$ cat config.mk
export PLATFORM = sky130hd
export DESIGN_NAME = rx_frame_fifo_flat
export DESIGN_NICKNAME = d
export VERILOG_FILES = /design/src/rtl/uart_rx_pkg.sv /design/src/rtl/rx_frame_fifo_if.sv /design/src/rtl/rx_fifo_ptr.sv /design/src/rtl/rx_frame_fifo.sv /design/src/flat_wrapper.sv
export SDC_FILE = /design/constraint.sdc
export NUM_CORES = 1
export LEC_CHECK = 0
export ABC_CLOCK_PERIOD_IN_PS = 4300
export BUFFER_PORTS_ARGS = -buffer_cell sky130_fd_sc_hd__buf_2
export CAP_MARGIN = 30
export CORE_MARGIN = 8
export CORE_UTILIZATION = 40
export CTS_CLUSTER_DIAMETER = 60
export DETAILED_ROUTE_END_ITERATION = 6
export PLACE_DENSITY = 0.58
export SLEW_MARGIN = 20
export SYNTH_ARGS = -nofsm -noshare
export SYNTH_HDL_FRONTEND = slang
export SYNTH_SLANG_ARGS = --single-unit
export TNS_END_PERCENT = 5
$ cat constraint.sdc
create_clock -name rx_clk -period 4.3 [get_ports rx_clk]
set_input_delay 0.215 -clock rx_clk [delete_from_list [all_inputs] [get_ports rx_clk]]
set_output_delay 0.215 -clock rx_clk [all_outputs]
set_load 0.02 [all_outputs]
$ cat src/rtl/uart_rx_pkg.sv
// ---------------------------------------------------------------------------
// uart_rx_pkg : shared entry layout and error-bit indices for the RX frame FIFO
// Revision    : 1.0
// ---------------------------------------------------------------------------
`default_nettype none

package uart_rx_pkg;

  localparam int RX_DATA_WIDTH = 8;

  // Flag bits sit above the data byte; rd_err is the top two bits of an entry
  typedef struct packed {
    logic                     stop_err;
    logic                     parity_err;
    logic [RX_DATA_WIDTH-1:0] data;
  } rx_entry_t;

  localparam int ERR_PARITY = 0;
  localparam int ERR_STOP   = 1;

endpackage

`default_nettype wire

$ cat src/rtl/rx_frame_fifo_if.sv
// ---------------------------------------------------------------------------
// rx_frame_fifo_if : receiver write strobe, consumer handshake and status
// Revision         : 1.0
// ---------------------------------------------------------------------------
`default_nettype none

interface rx_frame_fifo_if #(
  parameter int DATA_WIDTH = 8,
  parameter int DEPTH      = 8,
  parameter int ADDR_WIDTH = $clog2(DEPTH)
);

  logic [DATA_WIDTH-1:0] p_data;
  logic                  data_valid;
  logic                  parity_error;
  logic                  stop_error;
  logic [DATA_WIDTH-1:0] rd_data;
  logic [1:0]            rd_err;
  logic                  rd_valid;
  logic                  rd_ready;
  logic [ADDR_WIDTH:0]   count;
  logic                  full;
  logic                  overflow;
  logic                  ovf_clr;
  logic                  err_drop;

  modport master (
    output p_data, data_valid, parity_error, stop_error, rd_ready, ovf_clr,
    input  rd_data, rd_err, rd_valid, count, full, overflow, err_drop
  );

  modport slave (
    input  p_data, data_valid, parity_error, stop_error, rd_ready, ovf_clr,
    output rd_data, rd_err, rd_valid, count, full, overflow, err_drop
  );

endinterface

`default_nettype wire

$ cat src/rtl/rx_fifo_ptr.sv
// ---------------------------------------------------------------------------
// rx_fifo_ptr : FIFO pointer with increment enable, one extra wrap bit
// Revision    : 1.0
// ---------------------------------------------------------------------------
`default_nettype none

module rx_fifo_ptr #(
  parameter int ADDR_WIDTH = 3
) (
  input  wire logic                rx_clk,
  input  wire logic                rst,
  input  wire logic                inc_i,
  output logic      [ADDR_WIDTH:0] ptr_o
);

  localparam logic [ADDR_WIDTH:0] C_ONE = {{ADDR_WIDTH{1'b0}}, 1'b1};

  logic [ADDR_WIDTH:0] ptr_q;
  logic [ADDR_WIDTH:0] ptr_d;

  always_comb begin
    ptr_d = ptr_q;
    if (inc_i) ptr_d = ptr_q + C_ONE;
  end

  always_ff @(posedge rx_clk or posedge rst) begin
    if (rst) ptr_q <= '0;
    else     ptr_q <= ptr_d;
  end

  assign ptr_o = ptr_q;

endmodule

`default_nettype wire

$ cat src/rtl/rx_frame_fifo.sv
// ---------------------------------------------------------------------------
// rx_frame_fifo : FWFT buffer for received UART frames and their error flags.
//                 RX_FIFO_DROP_ERR_EN: discard errored frames, pulse err_drop.
// Revision      : 1.0
// ---------------------------------------------------------------------------
`default_nettype none

module rx_frame_fifo
  import uart_rx_pkg::*;
#(
  parameter int DATA_WIDTH = 8,
  parameter int DEPTH      = 8,
  parameter int ADDR_WIDTH = $clog2(DEPTH)
) (
  input wire logic         rx_clk,
  input wire logic         rst,
  rx_frame_fifo_if.slave   bus
);

  localparam int EW = DATA_WIDTH + 2;

  logic [EW-1:0]       mem_q [DEPTH];
  logic [ADDR_WIDTH:0] wr_ptr;
  logic [ADDR_WIDTH:0] rd_ptr;
  logic                overflow_q;
  logic                overflow_d;
  logic                empty;
  logic                full;
  logic                rd_fire;
  logic                frame_err;
  logic                wr_ok;
  logic                wr_accept;
  logic                ovf_set;
  logic [EW-1:0]       wr_entry;
  logic [EW-1:0]       head;

  assign empty     = (wr_ptr == rd_ptr);
  assign full      = (wr_ptr == {~rd_ptr[ADDR_WIDTH], rd_ptr[ADDR_WIDTH-1:0]});
  assign rd_fire   = !empty && bus.rd_ready;
  assign frame_err = bus.parity_error || bus.stop_error;

`ifdef RX_FIFO_DROP_ERR_EN
  logic err_drop_q;

  assign wr_ok = bus.data_valid && !frame_err;

  always_ff @(posedge rx_clk or posedge rst) begin
    if (rst) err_drop_q <= 1'b0;
    else     err_drop_q <= bus.data_valid && frame_err;
  end

  assign bus.err_drop = err_drop_q;
`else
  assign wr_ok        = bus.data_valid;
  assign bus.err_drop = 1'b0;
`endif

  // A pop in the same cycle frees the slot, so a full FIFO can still accept
  assign wr_accept = wr_ok && (!full || rd_fire);
  assign ovf_set   = wr_ok && full && !rd_fire;

  always_comb begin
    wr_entry                         = '0;
    wr_entry[DATA_WIDTH-1:0]         = bus.p_data;
    wr_entry[DATA_WIDTH+ERR_PARITY]  = bus.parity_error;
    wr_entry[DATA_WIDTH+ERR_STOP]    = bus.stop_error;
  end

  rx_fifo_ptr #(.ADDR_WIDTH(ADDR_WIDTH)) u_wr_ptr (
    .rx_clk (rx_clk),
    .rst    (rst),
    .inc_i  (wr_accept),
    .ptr_o  (wr_ptr)
  );

  rx_fifo_ptr #(.ADDR_WIDTH(ADDR_WIDTH)) u_rd_ptr (
    .rx_clk (rx_clk),
    .rst    (rst),
    .inc_i  (rd_fire),
    .ptr_o  (rd_ptr)
  );

  // Storage is cleared on reset so the FWFT head reads 0 while empty after reset
  always_ff @(posedge rx_clk or posedge rst) begin
    if (rst) begin
      for (int i = 0; i < DEPTH; i++) mem_q[i] <= '0;
    end else if (wr_accept) begin
      mem_q[wr_ptr[ADDR_WIDTH-1:0]] <= wr_entry;
    end
  end

  always_comb begin
    overflow_d = overflow_q;
    if (bus.ovf_clr) overflow_d = 1'b0;
    if (ovf_set)     overflow_d = 1'b1;
  end

  always_ff @(posedge rx_clk or posedge rst) begin
    if (rst) overflow_q <= 1'b0;
    else     overflow_q <= overflow_d;
  end

  assign head         = mem_q[rd_ptr[ADDR_WIDTH-1:0]];
  assign bus.rd_data  = head[DATA_WIDTH-1:0];
  assign bus.rd_err   = head[EW-1:DATA_WIDTH];
  assign bus.rd_valid = !empty;
  assign bus.count    = wr_ptr - rd_ptr;
  assign bus.full     = full;
  assign bus.overflow = overflow_q;

endmodule

`default_nettype wire

$ cat src/flat_wrapper.sv
// flat-port wrapper written by rule: the top's interface ports become plain ports
module rx_frame_fifo_flat import uart_rx_pkg::*;
#(
  parameter int DATA_WIDTH = 8,
  parameter int DEPTH      = 8,
  parameter int ADDR_WIDTH = $clog2(DEPTH)
)
  (rx_clk, rst, bus_p_data, bus_data_valid, bus_parity_error, bus_stop_error, bus_rd_ready, bus_ovf_clr, bus_rd_data, bus_rd_err, bus_rd_valid, bus_count, bus_full, bus_overflow, bus_err_drop);
  rx_frame_fifo_if #(.DATA_WIDTH(DATA_WIDTH), .DEPTH(DEPTH), .ADDR_WIDTH(ADDR_WIDTH)) bus_i ();
  input wire logic rx_clk;
  input wire logic rst;
  input wire logic [$bits(bus_i.p_data)-1:0] bus_p_data;
  input wire logic [$bits(bus_i.data_valid)-1:0] bus_data_valid;
  input wire logic [$bits(bus_i.parity_error)-1:0] bus_parity_error;
  input wire logic [$bits(bus_i.stop_error)-1:0] bus_stop_error;
  input wire logic [$bits(bus_i.rd_ready)-1:0] bus_rd_ready;
  input wire logic [$bits(bus_i.ovf_clr)-1:0] bus_ovf_clr;
  output wire logic [$bits(bus_i.rd_data)-1:0] bus_rd_data;
  output wire logic [$bits(bus_i.rd_err)-1:0] bus_rd_err;
  output wire logic [$bits(bus_i.rd_valid)-1:0] bus_rd_valid;
  output wire logic [$bits(bus_i.count)-1:0] bus_count;
  output wire logic [$bits(bus_i.full)-1:0] bus_full;
  output wire logic [$bits(bus_i.overflow)-1:0] bus_overflow;
  output wire logic [$bits(bus_i.err_drop)-1:0] bus_err_drop;
  assign bus_i.p_data = bus_p_data;
  assign bus_i.data_valid = bus_data_valid;
  assign bus_i.parity_error = bus_parity_error;
  assign bus_i.stop_error = bus_stop_error;
  assign bus_i.rd_ready = bus_rd_ready;
  assign bus_i.ovf_clr = bus_ovf_clr;
  assign bus_rd_data = bus_i.rd_data;
  assign bus_rd_err = bus_i.rd_err;
  assign bus_rd_valid = bus_i.rd_valid;
  assign bus_count = bus_i.count;
  assign bus_full = bus_i.full;
  assign bus_overflow = bus_i.overflow;
  assign bus_err_drop = bus_i.err_drop;
  rx_frame_fifo #(.DATA_WIDTH(DATA_WIDTH), .DEPTH(DEPTH), .ADDR_WIDTH(ADDR_WIDTH)) u_core (.rx_clk(rx_clk), .rst(rst), .bus(bus_i));
endmodule
======== Word level (Yosys, flattened, before mapping) ========
Cells that the tools add are included.
word-level totals
  output and inout bits ................... 18
  input bits .............................. 15
  register bits ........................... 89
operators by class
  add/sub/neg operators ................... 3
  equality and inequality tests ........... 2
  reduce and logical (&&, ||, !) cells .... 10
  $lt $le $gt $ge ......................... 3
  muxes and demuxes ....................... 8
  bitwise gates (word level) .............. 3
operators with widths
  cell                                                       number
  bitwise mux 80 bit                                         1
  binary-select mux 10 bit (select 3 bit)                    1
  demux 10 bit (select 3 bit)                                1
  2-to-1 mux 10 bit                                          3
  adder 4 x 1 -> 4 bit (second input constant)               2
  equality test 4 bit                                        2
  greater-or-equal comparator 4 bit (second input constant)  2
  inverter 3 -> 4 bit                                        2
  logical AND 1 bit                                          5
  < comparator 4 x 1 -> 1 bit (second input constant)        1
  subtractor 4 bit                                           1
  zero test 1 bit                                            3
  2-to-1 mux 1 bit                                           2
  nonzero test 2 bit                                         1
  logical OR 1 bit                                           1
  inverter 1 bit                                             1

======== Depth between registers and ports, before layout ========
  depth after elaboration ................. 6
  gate-level depth with buffers ........... 9
  gate-level depth less buffers ........... 6

======== By module ========
From an unflattened synthesis, not the netlist that was laid out.
unflattened totals
  cells, all modules ...................... 287
  area total of the unflattened synthesis .. 4205.3 um^2
by module, submodules not included
  module         area each (um^2)  cells each  times used  seq. area each (um^2)
  rx_frame_fifo  3877.5            263         1           2026.9
  rx_fifo_ptr    163.9             12          2           100.1

======== Worst setup path before layout ========
OpenSTA, ideal clock, no wires.
  path kind ............................... register to register
  start ................................... reg u_core.u_rd_ptr.ptr_q[1] (netlist: u_core.u_rd_ptr.ptr_o[1])
  end ..................................... reg u_core.mem_q[0] (netlist bit)
  arrival ................................. 2365 ps
  stages on the path, launching flop included .. 10
  setup slack ............................. 1810 ps
  buffers on the path ..................... 3
  required time ........................... 4175 ps
  clock period less this slack ............ 2490 ps
  cell sequence ........................... dfrtp_1 clkbuf_1 inv_1 ha_1 nand3_1 or3_1 buf_2 nand3_1 buf_4 mux2_2
between the ends
  longest elaborated chain between the ends .. 5
ends and longest elaborated chain
  what                           line                 source
  start, declared                rx_fifo_ptr.sv:18    logic [ADDR_WIDTH:0] ptr_q;
  start signal, assigned         rx_fifo_ptr.sv:28    else ptr_q <= ptr_d;
  equality test 4 bit            rx_frame_fifo.sv:37  assign empty = (wr_ptr == rd_ptr);
  zero test 1 bit                rx_frame_fifo.sv:39  assign rd_fire = !empty && bus.rd_ready;
  logical AND 1 bit              rx_frame_fifo.sv:39
  logical OR 1 bit *             rx_frame_fifo.sv:59  assign wr_accept = wr_ok && (!full || rd_fire);
  logical AND 1 bit *            rx_frame_fifo.sv:59
  end signal, assigned by index  rx_frame_fifo.sv:88  mem_q[wr_ptr[ADDR_WIDTH-1:0]] <= wr_entry;
  end, declared                  rx_frame_fifo.sv:22  logic [EW-1:0] mem_q [DEPTH];
Every way passes the cells marked *; elsewhere a longest branch is shown, timed or not.
A chain may end at the register's enable or synchronous reset.

======== Final worst setup path ========
  start ................................... reg u_core.u_rd_ptr.ptr_q[1] (netlist: u_core.u_rd_ptr.ptr_o[1])
  end ..................................... reg u_core.mem_q[7] (netlist bit)
Same word-level chain as after synthesis.

==> flow_metrics.tcl <==
set metrics [dict create \
    final_nets 341 \
    vias_per_cell 5.191 \
    grt_pass1_vias 2548 \
    drt-wirelength-per-cell_um 18.70 \
    ir_drop_mv 0.4204 \
    nFillCells 936 \
    cts_root_buf "clkbuf_8" \
    cp-end-kind "flop" \
    dieArea_mm2 0.01397 \
    postSynthCellCount 286 \
    async_flop_share_pct 100.0 \
    synth-edff-count 0 \
    post-dp-hpwl_mm 5.534 \
    cts_tree "built" \
    synth_area_mm2 0.004178 \
    dp_slack_ns 1.432 \
    hold_path_class "input port to flop" \
    fmax_ghz 0.3512 \
    wl_mm 8.621 \
    clk_latency_ns 0.36 \
    cts_setup_buffers 0 \
    slew_violations 0 \
    rows 37 \
    avgSynthCellArea_um2 14.61 \
    area_growth_pct 11.20 \
    layout_setup_ws_ns 1.453 \
    hold_viol_final 0 \
    setup_viol 0 \
    grt_pass1_wl_mm 14.17 \
    vias 2393 \
    place.gp.congestion 0.7513 \
    die_w_um 118.2 \
    cp-start-kind "flop" \
    arrival_ns 3.10 \
    outcome "finished, final reports clean" \
    period_needed_ns 2.847 \
    postRouteAntennaNets 0 \
    overflow 0 \
    n_antenna_cell 0 \
    grt_max_degree 56 \
    worst-setup-path-type "flop to flop" \
    portBuffers 31 \
    drt_first_pass_iters 4 \
    relSlewSlack_pct 53.22 \
    finClkSkew_ns 0.008949 \
    power_density_mw_per_mm2 848.2 \
    antenna_found_initial 0 \
    cts.reportedPaths.clkPinSlew_ns 0.09 \
    drive_gt1_share_pct 49.23 \
    multiInputGateArea_mm2 0.001831 \
    fin_crit_sh_pct 66.22 \
    cp_max_fo 25 \
    tightest_slew_ns 0.7017 \
    io_pins 33 \
    cts_sinks 89 \
    drv_cap 0 \
    leakage_nw 2.059 \
    synth-seq-cells 89 \
    cts_buffers 9 \
    drc 0 \
    cp.required_ns 4.55 \
    final-seq-area_mm2 0.002227 \
    grt_usage_pct 13.07 \
    h-tree-depth 3 \
    rsz0062_at_grt "no" \
    synth_fp_nets 307 \
    synth_ff_type "dfrtp_1" \
    coreArea_mm2 0.01023 \
    synth_cell_type_count 29 \
    cts_hold_buf 1 \
    drt_iter0_drc 161 \
    fin_setup_tns_ns 0 \
    yosysSeqAreaShare_pct 53.31 \
    cts_resized 0 \
    clockBufferDepth 2 \
    yosysWarnings 0 \
    finish.utilization_pct 45.41 \
    start_util_pct 40.83 \
    die_h_um 118.2 \
]
[registers in the layout (all words and copies together) (netlist names)]
register,count
u_core.u_wr_ptr.ptr_o,4
u_core.mem_q,80
u_core.bus.overflow,1
u_core.u_rd_ptr.ptr_o,4
[metrics by stage]
| stage | hold WS (ns) | power (W) | instances | cell area, um^2 |
|---|---|---|---|---|
| after floorplan | 0.3223 | 0.002943 | 286 | 4178 |
| after global placement | 0.2971 | 0.003417 | 444 | 4456 |
| after CTS | 0.03522 | 0.004001 | 461 | 4646 |
| after detailed placement | 0.2984 | 0.003463 | 444 | 4456 |
| final | 0.04635 | 0.003941 | 461 | 4646 |
| after global routing | 0.06449 | 0.004222 | 461 | 4646 |
[worst max-delay path, cell delays in order (launching register included)]
cell and delay [ns]:
dfrtp_1 0.33, buf_4 0.35, inv_1 0.09, ha_1 0.31
nand3_1 0.14, or3_1 0.52, nand3_1 0.59, mux2_2 0.41
[cells by family after synthesis]
kind of cell | synth area share [%]
multiplexers | 32.88
AND/OR/NAND/NOR | 6.379
AO/OA/AOI/OAI | 0.4191
adder cells (fa/ha/maj) | 1.977
buffers and inverters | 2.875
flip-flops | 53.31
XOR/XNOR | 2.067
other | 0.08976
[final cells by class]
type	count	share of cell area [%]
inverter	9	0.7541
tap	136	3.663
timing repair buffer	37	4.363
sequential	89	47.94
multi-input combinational	174	39.40
clock inverter	7	1.212
clock buffer	9	2.666
[Yosys cell counts (2+ instances only)]
cell	instances	area (um^2)
xnor2_1	8	70.07
ha_1	5	62.56
mux2_2	82	923.4
clkbuf_1	4	15.01
nand2_1	34	127.6
nand4b_1	2	17.52
buf_6	2	22.52
inv_1	9	33.78
mux4_2	20	450.4
buf_4	4	30.03
and3_1	2	12.51
or4_1	2	15.01
nand3_1	5	25.02
buf_2	3	15.01
nand4_2	2	25.02
dfrtp_1	89	2227
[per-layer routing]
metal  track usage, %  vias up  wire, um
met3            3.808        9       321
met5                0        -         0
met1            17.12     1248      4101
li1                 -     1095         -
met2            20.50       41      4071
met4            4.163        0       127
[worst paths after layout]
| kind | end | from | depth (start not counted) | slack [ns] |
|---|---|---|---|---|
| min in group asynchronous | u_core.mem_q[34]$_DFFE_PP0P_ | rst | 3 | 0.45 |
| max | u_core.mem_q[7]$_DFFE_PP0P_ | u_core.u_rd_ptr.ptr_o[1]$_DFFE_PP0P_ | 7 | 1.45 |
| min reg2reg | u_core.mem_q[24]$_DFFE_PP0P_ | u_core.mem_q[24]$_DFFE_PP0P_ | 1 | 0.51 |
| max in group asynchronous | u_core.mem_q[57]$_DFFE_PP0P_ | rst | 4 | 2.73 |
| max reg2reg | u_core.mem_q[7]$_DFFE_PP0P_ | u_core.u_rd_ptr.ptr_o[1]$_DFFE_PP0P_ | 7 | 1.45 |
| min | u_core.bus.overflow$_DFFE_PP0P_ | bus_ovf_clr | 2 | 0.05 |
[power breakdown]
| part | internal [W] | total [W] | switching [W] |
|---|---|---|---|
| sequential | 0.00126 | 0.00149 | 0.000229 |
| clock | 0.000215 | 0.000528 | 0.000313 |
| combinational | 0.000979 | 0.00192 | 0.000945 |
[layout by cell type (no fill, tap or decap), types with 3 or more instances in the layout]
| cell | synthesis | layout |
|---|---|---|
| inv_1 | 9 | 8 |
| clkbuf_8 | 0 | 9 |
| dfrtp_1 | 89 | 89 |
| mux4_2 | 20 | 20 |
| buf_2 | 3 | 31 |
| nand2_1 | 34 | 34 |
| ha_1 | 5 | 5 |
| xnor2_1 | 8 | 8 |
| clkinvlp_4 | 0 | 3 |
| buf_4 | 4 | 5 |
| nand3_1 | 5 | 5 |
| mux2_2 | 82 | 82 |
Power figures use the tool's default switching activity.
